## src/rtl/mem_arbiter.sv

```systemverilog
// Two-port memory arbiter: serialises I-cache and D-cache line transactions
// onto one fixed-latency RAM port, alternating grants when both requesters contend.
module mem_arbiter #(
   parameter int unsigned MEM_LATENCY = 5
) (
   input  logic         clk,
   input  logic         reset,
   input  logic         ic_req,
   input  logic [19:0]  ic_addr,
   output logic         ic_ready,
   output logic [127:0] ic_data,
   input  logic         dc_req,
   input  logic         dc_we,
   input  logic [19:0]  dc_addr,
   input  logic [127:0] dc_wdata,
   output logic         dc_ready,
   output logic [127:0] dc_data,
   output logic [19:0]  mem_rd_addr,
   input  logic [127:0] mem_rdata,
   output logic [19:0]  mem_wr_addr,
   output logic [127:0] mem_wdata,
   output logic         mem_we
);

   localparam int unsigned CNT_W  = 4;
   localparam int unsigned ADDR_W = 20;
   localparam int unsigned DATA_W = 128;
   localparam logic [CNT_W-1:0] CNT_INIT = CNT_W'(MEM_LATENCY - 1);

   typedef enum logic [1:0] {
      IDLE = 2'd0,
      BUSY = 2'd1,
      RESP = 2'd2
   } state_t;

   state_t              state_q;
   logic [CNT_W-1:0]    cnt_q;
   logic                last_grant_q;
   logic                src_q;
   logic                we_q;
   logic [ADDR_W-1:0]   addr_q;
   logic [DATA_W-1:0]   wdata_q;
   logic [DATA_W-1:0]   ic_data_q;
   logic [DATA_W-1:0]   dc_data_q;
   logic                ic_ready_q;
   logic                dc_ready_q;
   logic                mem_we_q;

   logic                grant_any_c;
   logic                grant_dc_c;

   // On a tie the source that was not served last wins.
   assign grant_any_c = ic_req | dc_req;
   assign grant_dc_c  = dc_req & (~ic_req | ~last_grant_q);

   // Arbitration, latency count and response sequencing.
   always_ff @(posedge clk or negedge reset) begin
      if (!reset) begin
         state_q      <= IDLE;
         cnt_q        <= '0;
         last_grant_q <= 1'b1;
         src_q        <= 1'b0;
         we_q         <= 1'b0;
         addr_q       <= '0;
         wdata_q      <= '0;
         ic_data_q    <= '0;
         dc_data_q    <= '0;
         ic_ready_q   <= 1'b0;
         dc_ready_q   <= 1'b0;
         mem_we_q     <= 1'b0;
      end else begin
         ic_ready_q <= 1'b0;
         dc_ready_q <= 1'b0;
         mem_we_q   <= 1'b0;
         case (state_q)
            IDLE: begin
               if (grant_any_c) begin
                  src_q        <= grant_dc_c;
                  last_grant_q <= grant_dc_c;
                  addr_q       <= grant_dc_c ? dc_addr : ic_addr;
                  wdata_q      <= grant_dc_c ? dc_wdata : '0;
                  we_q         <= grant_dc_c & dc_we;
                  cnt_q        <= CNT_INIT;
                  // A one-cycle latency puts the write strobe in the first BUSY cycle.
                  mem_we_q     <= (CNT_INIT == '0) & grant_dc_c & dc_we;
                  state_q      <= BUSY;
               end
            end
            BUSY: begin
               if (cnt_q == '0) begin
                  if (!we_q) begin
                     if (src_q) dc_data_q <= mem_rdata;
                     else       ic_data_q <= mem_rdata;
                  end
                  ic_ready_q <= ~src_q;
                  dc_ready_q <= src_q;
                  state_q    <= RESP;
               end else begin
                  cnt_q <= cnt_q - CNT_W'(1);
                  if (cnt_q == CNT_W'(1)) mem_we_q <= we_q;
               end
            end
            RESP: begin
               state_q <= IDLE;
            end
            default: begin
               state_q <= IDLE;
            end
         endcase
      end
   end

   assign ic_ready    = ic_ready_q;
   assign ic_data     = ic_data_q;
   assign dc_ready    = dc_ready_q;
   assign dc_data     = dc_data_q;
   assign mem_rd_addr = addr_q;
   assign mem_wr_addr = addr_q;
   assign mem_wdata   = wdata_q;
   assign mem_we      = mem_we_q;

endmodule

```

## config.mk

```make
export PLATFORM = sky130hd
export DESIGN_NAME = mem_arbiter
export DESIGN_NICKNAME = d
export VERILOG_FILES = /design/src/rtl/mem_arbiter.sv
export SDC_FILE = /design/constraint.sdc
export NUM_CORES = 1
export LEC_CHECK = 0
export ABC_AREA = 0
export CORE_AREA = 2 2 282 284
export DETAILED_ROUTE_END_ITERATION = 8
export DIE_AREA = 0 0 284 286
export HOLD_SLACK_MARGIN = 0.06
export PLACE_DENSITY = 0.52
export SETUP_SLACK_MARGIN = 0.3
export SLEW_MARGIN = 20
export SYNTH_ARGS = -nofsm -noshare
export SYNTH_HDL_FRONTEND = slang
export SYNTH_SLANG_ARGS = --single-unit
```

## constraint.sdc

```tcl
create_clock -name clk -period 2.7 [get_ports clk]
set_input_delay 0.405 -clock clk [delete_from_list [all_inputs] [get_ports clk]]
set_output_delay 0.405 -clock clk [all_outputs]
set_load 0.1 [all_outputs]
```

## Yosys cells after proc, flatten, opt, wreduce, memory -nomap -nowiden

Cells that the tools add are included.

- $add $sub $neg: 1
- Equal/unequal tests: 5
- Mux-type cells: 15
- Bitwise operators: 8
- Reduce and logical (&&, ||, !) cells: 8

Operator list:

| operator | count |
|---|---|
| $mux 128 | 1 |
| $mux 20 | 1 |
| $mux 4 | 2 |
| $pmux 4 s2 | 1 |
| $reduce_and 4->1 | 2 |
| $mux 1 | 7 |
| $ne 2x2->1 const B | 3 |
| $eq 4x1->1 const B | 1 |
| $logic_not 4->1 | 1 |
| $mux 2 | 2 |
| $not 1->1 | 4 |
| $pmux 2 s2 | 1 |
| $reduce_and 2->1 | 2 |
| $sub 4x1->4 const B | 1 |
| $reduce_and 3->1 | 1 |
| $and 1x1->1 | 2 |
| $eq 2x1->1 const B | 1 |
| $logic_not 2->1 | 1 |
| $or 1x1->1 | 2 |
| $reduce_bool 2->1 | 1 |

- Register bits after elaboration: 416
- Input port bits: 301
- Output and inout port bits: 427
- Word-level logic and storage cells: 49

## Depth between registers and ports, before layout

- Depth in word-level cells: 4
- Mapped depth: 7
- Depth with buffers taken out: 5

## Least setup slack after synthesis

Ideal clock, no wire load.

- Kind: reg2reg
- Start: register cnt_q[0]
- End: register ic_data_q[107], in the netlist ic_data[107]
- Setup time: 125 ps
- Arrival: 1935 ps
- Required time: 2575 ps
- Path slack: 640 ps
- Stages on the path, launching flop included: 8
- Path buffers: 2
- Clock period less this slack: 2060 ps
- Cells stage by stage: dfrtp_1 inv_1 ha_1 or3b_4 nor4_4 buf_4 buf_12 mux2_2

- Word-level cells in the longest chain between the ends: 2

Ends and longest elaborated chain:

| item | RTL line | text |
|---|---|---|
| start: declaration | 37 | `logic [CNT_W-1:0] cnt_q;` |
| start signal: assignment | 99 | `cnt_q <= cnt_q - CNT_W'(1);` |
| $logic_not 4->1 | 90 | `if (cnt_q == '0) begin` |
| $reduce_and 4->1 (no line) | -- |  |
| end signal: assignment | 93 | `else ic_data_q <= mem_rdata;` |
| end: declaration | 43 | `logic [DATA_W-1:0] ic_data_q;` |

No other way between the ends.
A chain may end at the register's enable or synchronous reset.

## Worst setup path in the final report

- Start: register cnt_q[1]
- End: register ic_data_q[34], in the netlist ic_data[34]

Same word-level chain as after synthesis.

==> flow_summary.yaml <==
cts:
  clockRootBuffer: "clkbuf_16"
  htreeDepth: 2
  clock_latency_ps: 570
  cts.clk_slew.worst_paths_ps: 60
  tritoncts: "yes"
  numCtsBuffers: 47
  clock-sinks: 416
  cts_max_path_buffers: 3
timing:
  timing_worst_slew_pin_value_ps: 854.6
  fin_ws_ps: 366.5
  fin_skew_ps: 26.50
  timing.final.crit_share_pct: 86.43
  hold_viol: 0
  setup_tns_ps: 0
  rsz0062_at_grt: "no"
  fmax_ghz: 0.4285
  setup_violations: 0
  slew_headroom_pct: 42.97
  final.min_clock_period_ps: 2334
  maxSlewViolCount: 0
placement:
  placed_cell_area_um2: 23150
  io_buffers: 727
  pre_cts_slack_ps: 299.5
  gp_congestion: 0.8587
  dp.cells: 2749
  dp_hpwl_mm: 40.01
yosys:
  syn_nets: 1312
  avgSynthCellArea_um2: 15.50
  synth_cells: 1009
  synthDistinctLibCells: 36
  syn_area_um2: 15640
  yosys_warnings: 0
  ys_seq_area_share_pct: 66.56
  synth_seq_cells: 416
floorplan:
  num_io_pins: 728
  dieHeight_um: 286
  start_util_pct: 19.96
  core-area_um2: 78360
  num_rows: 103
  dieArea_um2: 81220
  die_w_um: 284
run:
  drv_cap: 0
cells_and_area:
  drive_gt1_share_pct: 46.57
  syn2layout_area_growth_pct: 59.16
  layout.nets: 2061
  finalInstanceArea_um2: 24900
  stdcell_count: 2845
  diodes: 0
status:
  outcome: "complete, no violations"
critical_path:
  critical_path.top_delay_family: "simple AND/OR/NAND/NOR gates"
  required_ps: 3140
  critPathSlowestCell: "or3b_4"
  cp_slowest_stage_delay_ps: 410
  crit_type: "flip-flop to flip-flop"
  cp_cell_sequence: "inv_1 > ha_4 > or3b_4 > nor4_4 > buf_12 > buf_8 > buf_4 > mux2_2"
  arrival_ps: 2770
  cp-start-kind: "flip-flop"
  critPathMaxFanout: 7
  endpoint_kind: "flip-flop"
  worstPathBufferInverterCount: 4
drt:
  drt_iter0_markers: 400
  antenna_left: 0
  drt-total-wl_mm: 53.23
  remaining_drc_errors: 0
  vias: 11506
  wl_per_cell_um: 18.71
  via_per_inst: 4.044
  drtPass1Iterations: 4
grt:
  grt_usage_pct: 12.53
  grt_first_pass_wirelength_mm: 79.54
  antenna_found_initial: 3
  overflow: 0
  grt_max_degree: 78
  grt_pass1_vias: 12447
hold_path:
  hold_path.class: "primary input to flip-flop"
final cells by class:
cell class                 instances  area, µm²
inverter                           3      11.26
sequential                       416      10410
fill                            7905      53460
clock buffer                      59       1301
clock inverter                    27      307.8
timing repair buffer             786       6853
tap                             1050       1314
multi-input combinational        504       4697
through the flow:
stage | util, % | hold WS, ps
detailed placement | 29.54 | 493.6
floorplan | - | 109.4
global placement | 29.54 | 484.3
finish | 31.77 | 417.1
global route | 31.77 | 383.3
CTS | 31.66 | 361.6
cell usage in the layout (no fill, tap or decap), types with 3 or more instances in the layout:
cell / count
clkbuf_8: 8
clkdlybuf4s50_1: 299
clkinvlp_4: 3
a31oi_1: 20
nand3_1: 3
nand2_1: 42
dfrtp_1: 415
clkbuf_1: 4
mux2_2: 256
clkinv_4: 3
bufinv_16: 6
a21oi_1: 20
buf_12: 11
clkbuf_16: 47
clkinv_2: 14
buf_4: 470
nor2_1: 4
a22o_1: 129
nor3_1: 3
cells in the mapped netlist:
master / count / area, µm²
dfrtp_1: 415 / 10380
mux2_2: 256 / 2883
a22o_1: 129 / 1130
nand2_1: 43 / 161.4
buf_2: 33 / 165.2
buf_4: 21 / 157.7
a21oi_1: 20 / 100.1
a31oi_1: 20 / 125.1
clkbuf_1: 19 / 71.32
buf_6: 11 / 123.9
nor2_1: 6 / 22.52
inv_1: 3 / 11.26
nand3_1: 3 / 15.01
nor3_1: 3 / 15.01
a21o_1: 2 / 15.01
buf_12: 2 / 40.04
ha_1: 2 / 25.02
o21ai_0: 2 / 10.01
or2_2: 2 / 12.51
a21bo_2: 1 / 10.01
a21boi_0: 1 / 7.510
and2b_1: 1 / 7.510
and3_1: 1 / 6.260
dfstp_2: 1 / 26.28
nand2b_1: 1 / 6.260
nand4b_1: 1 / 8.760
nor3b_2: 1 / 12.51
nor4_1: 1 / 6.260
nor4_4: 1 / 21.27
o211ai_1: 1 / 7.510
o221ai_1: 1 / 8.760
o22ai_1: 1 / 6.260
o2bb2ai_1: 1 / 8.760
o31ai_1: 1 / 7.510
o32a_1: 1 / 10.01
or3b_4: 1 / 11.26
routing by layer:
| layer | routed length, µm | track usage (%) | up-vias |
|---|---|---|---|
| li1 | - | - | 5146 |
| met4 | 1607 | 4.211 | 6 |
| met2 | 27480 | 22.45 | 486 |
| met3 | 4402 | 4.322 | 98 |
| met5 | 32 | 0 | - |
| met1 | 19710 | 13.80 | 5770 |
timing repair:
| item | in CTS | in global routing |
|---|---|---|
| hold endpoints to repair | 61 | 0 |
| gates cloned | 1 | 0 |
| gates resized for setup | 0 | 8 |
| hold buffers | 1 | 0 |
| setup endpoints to repair | 9 | 175 |
| pin swaps | 0 | 1 |
| buffers inserted | 1 | 7 |
path summary, 6_finish.rpt:
path / startpoint / endpoint / cells after the start / slack (ps)
worst max register to register: cnt_q[1] / ic_data[34] / 8 / 370
min in group asynchronous: reset / ic_data[43] / 2 / 470
worst min register to register: ic_data[118] / ic_data[118] / 1 / 500
max in group asynchronous: reset / dc_data[64] / 3 / 1280
worst min-delay path: dc_addr[5] / mem_rd_addr[5] / 3 / 420
worst max-delay path: cnt_q[1] / ic_data[34] / 8 / 370
worst min-delay path: stages:
cell and delay [ps]:
clkdlybuf4s50_1 400, nand2_1 50, a31oi_1 70
sequential cells by signal, indices dropped and copies added (netlist names):
signal	cells
mem_we	1
ic_data	128
dc_ready	1
src_q	1
dc_data	128
mem_wdata	128
ic_ready	1
cnt_q	4
mem_rd_addr	20
we_q	1
last_grant_q	1
state_q	2
logic make-up (layout without fill, tap and decap cells):
kind of cell             Yosys count  after routing  share of synthesized area (%)
flip-flops                       416            416                          66.56
multiplexers                     256            256                          18.43
AO/OA/AOI/OAI                    181            181                          9.247
buffers and inverters             89            875                          3.640
AND/OR/NAND/NOR                   65             65                          1.960
adder cells (fa/ha/maj)            2              2                         0.1600
Power is not shown: default switching activity piles up to over one toggle a cycle in this logic, so the estimate is an artifact.
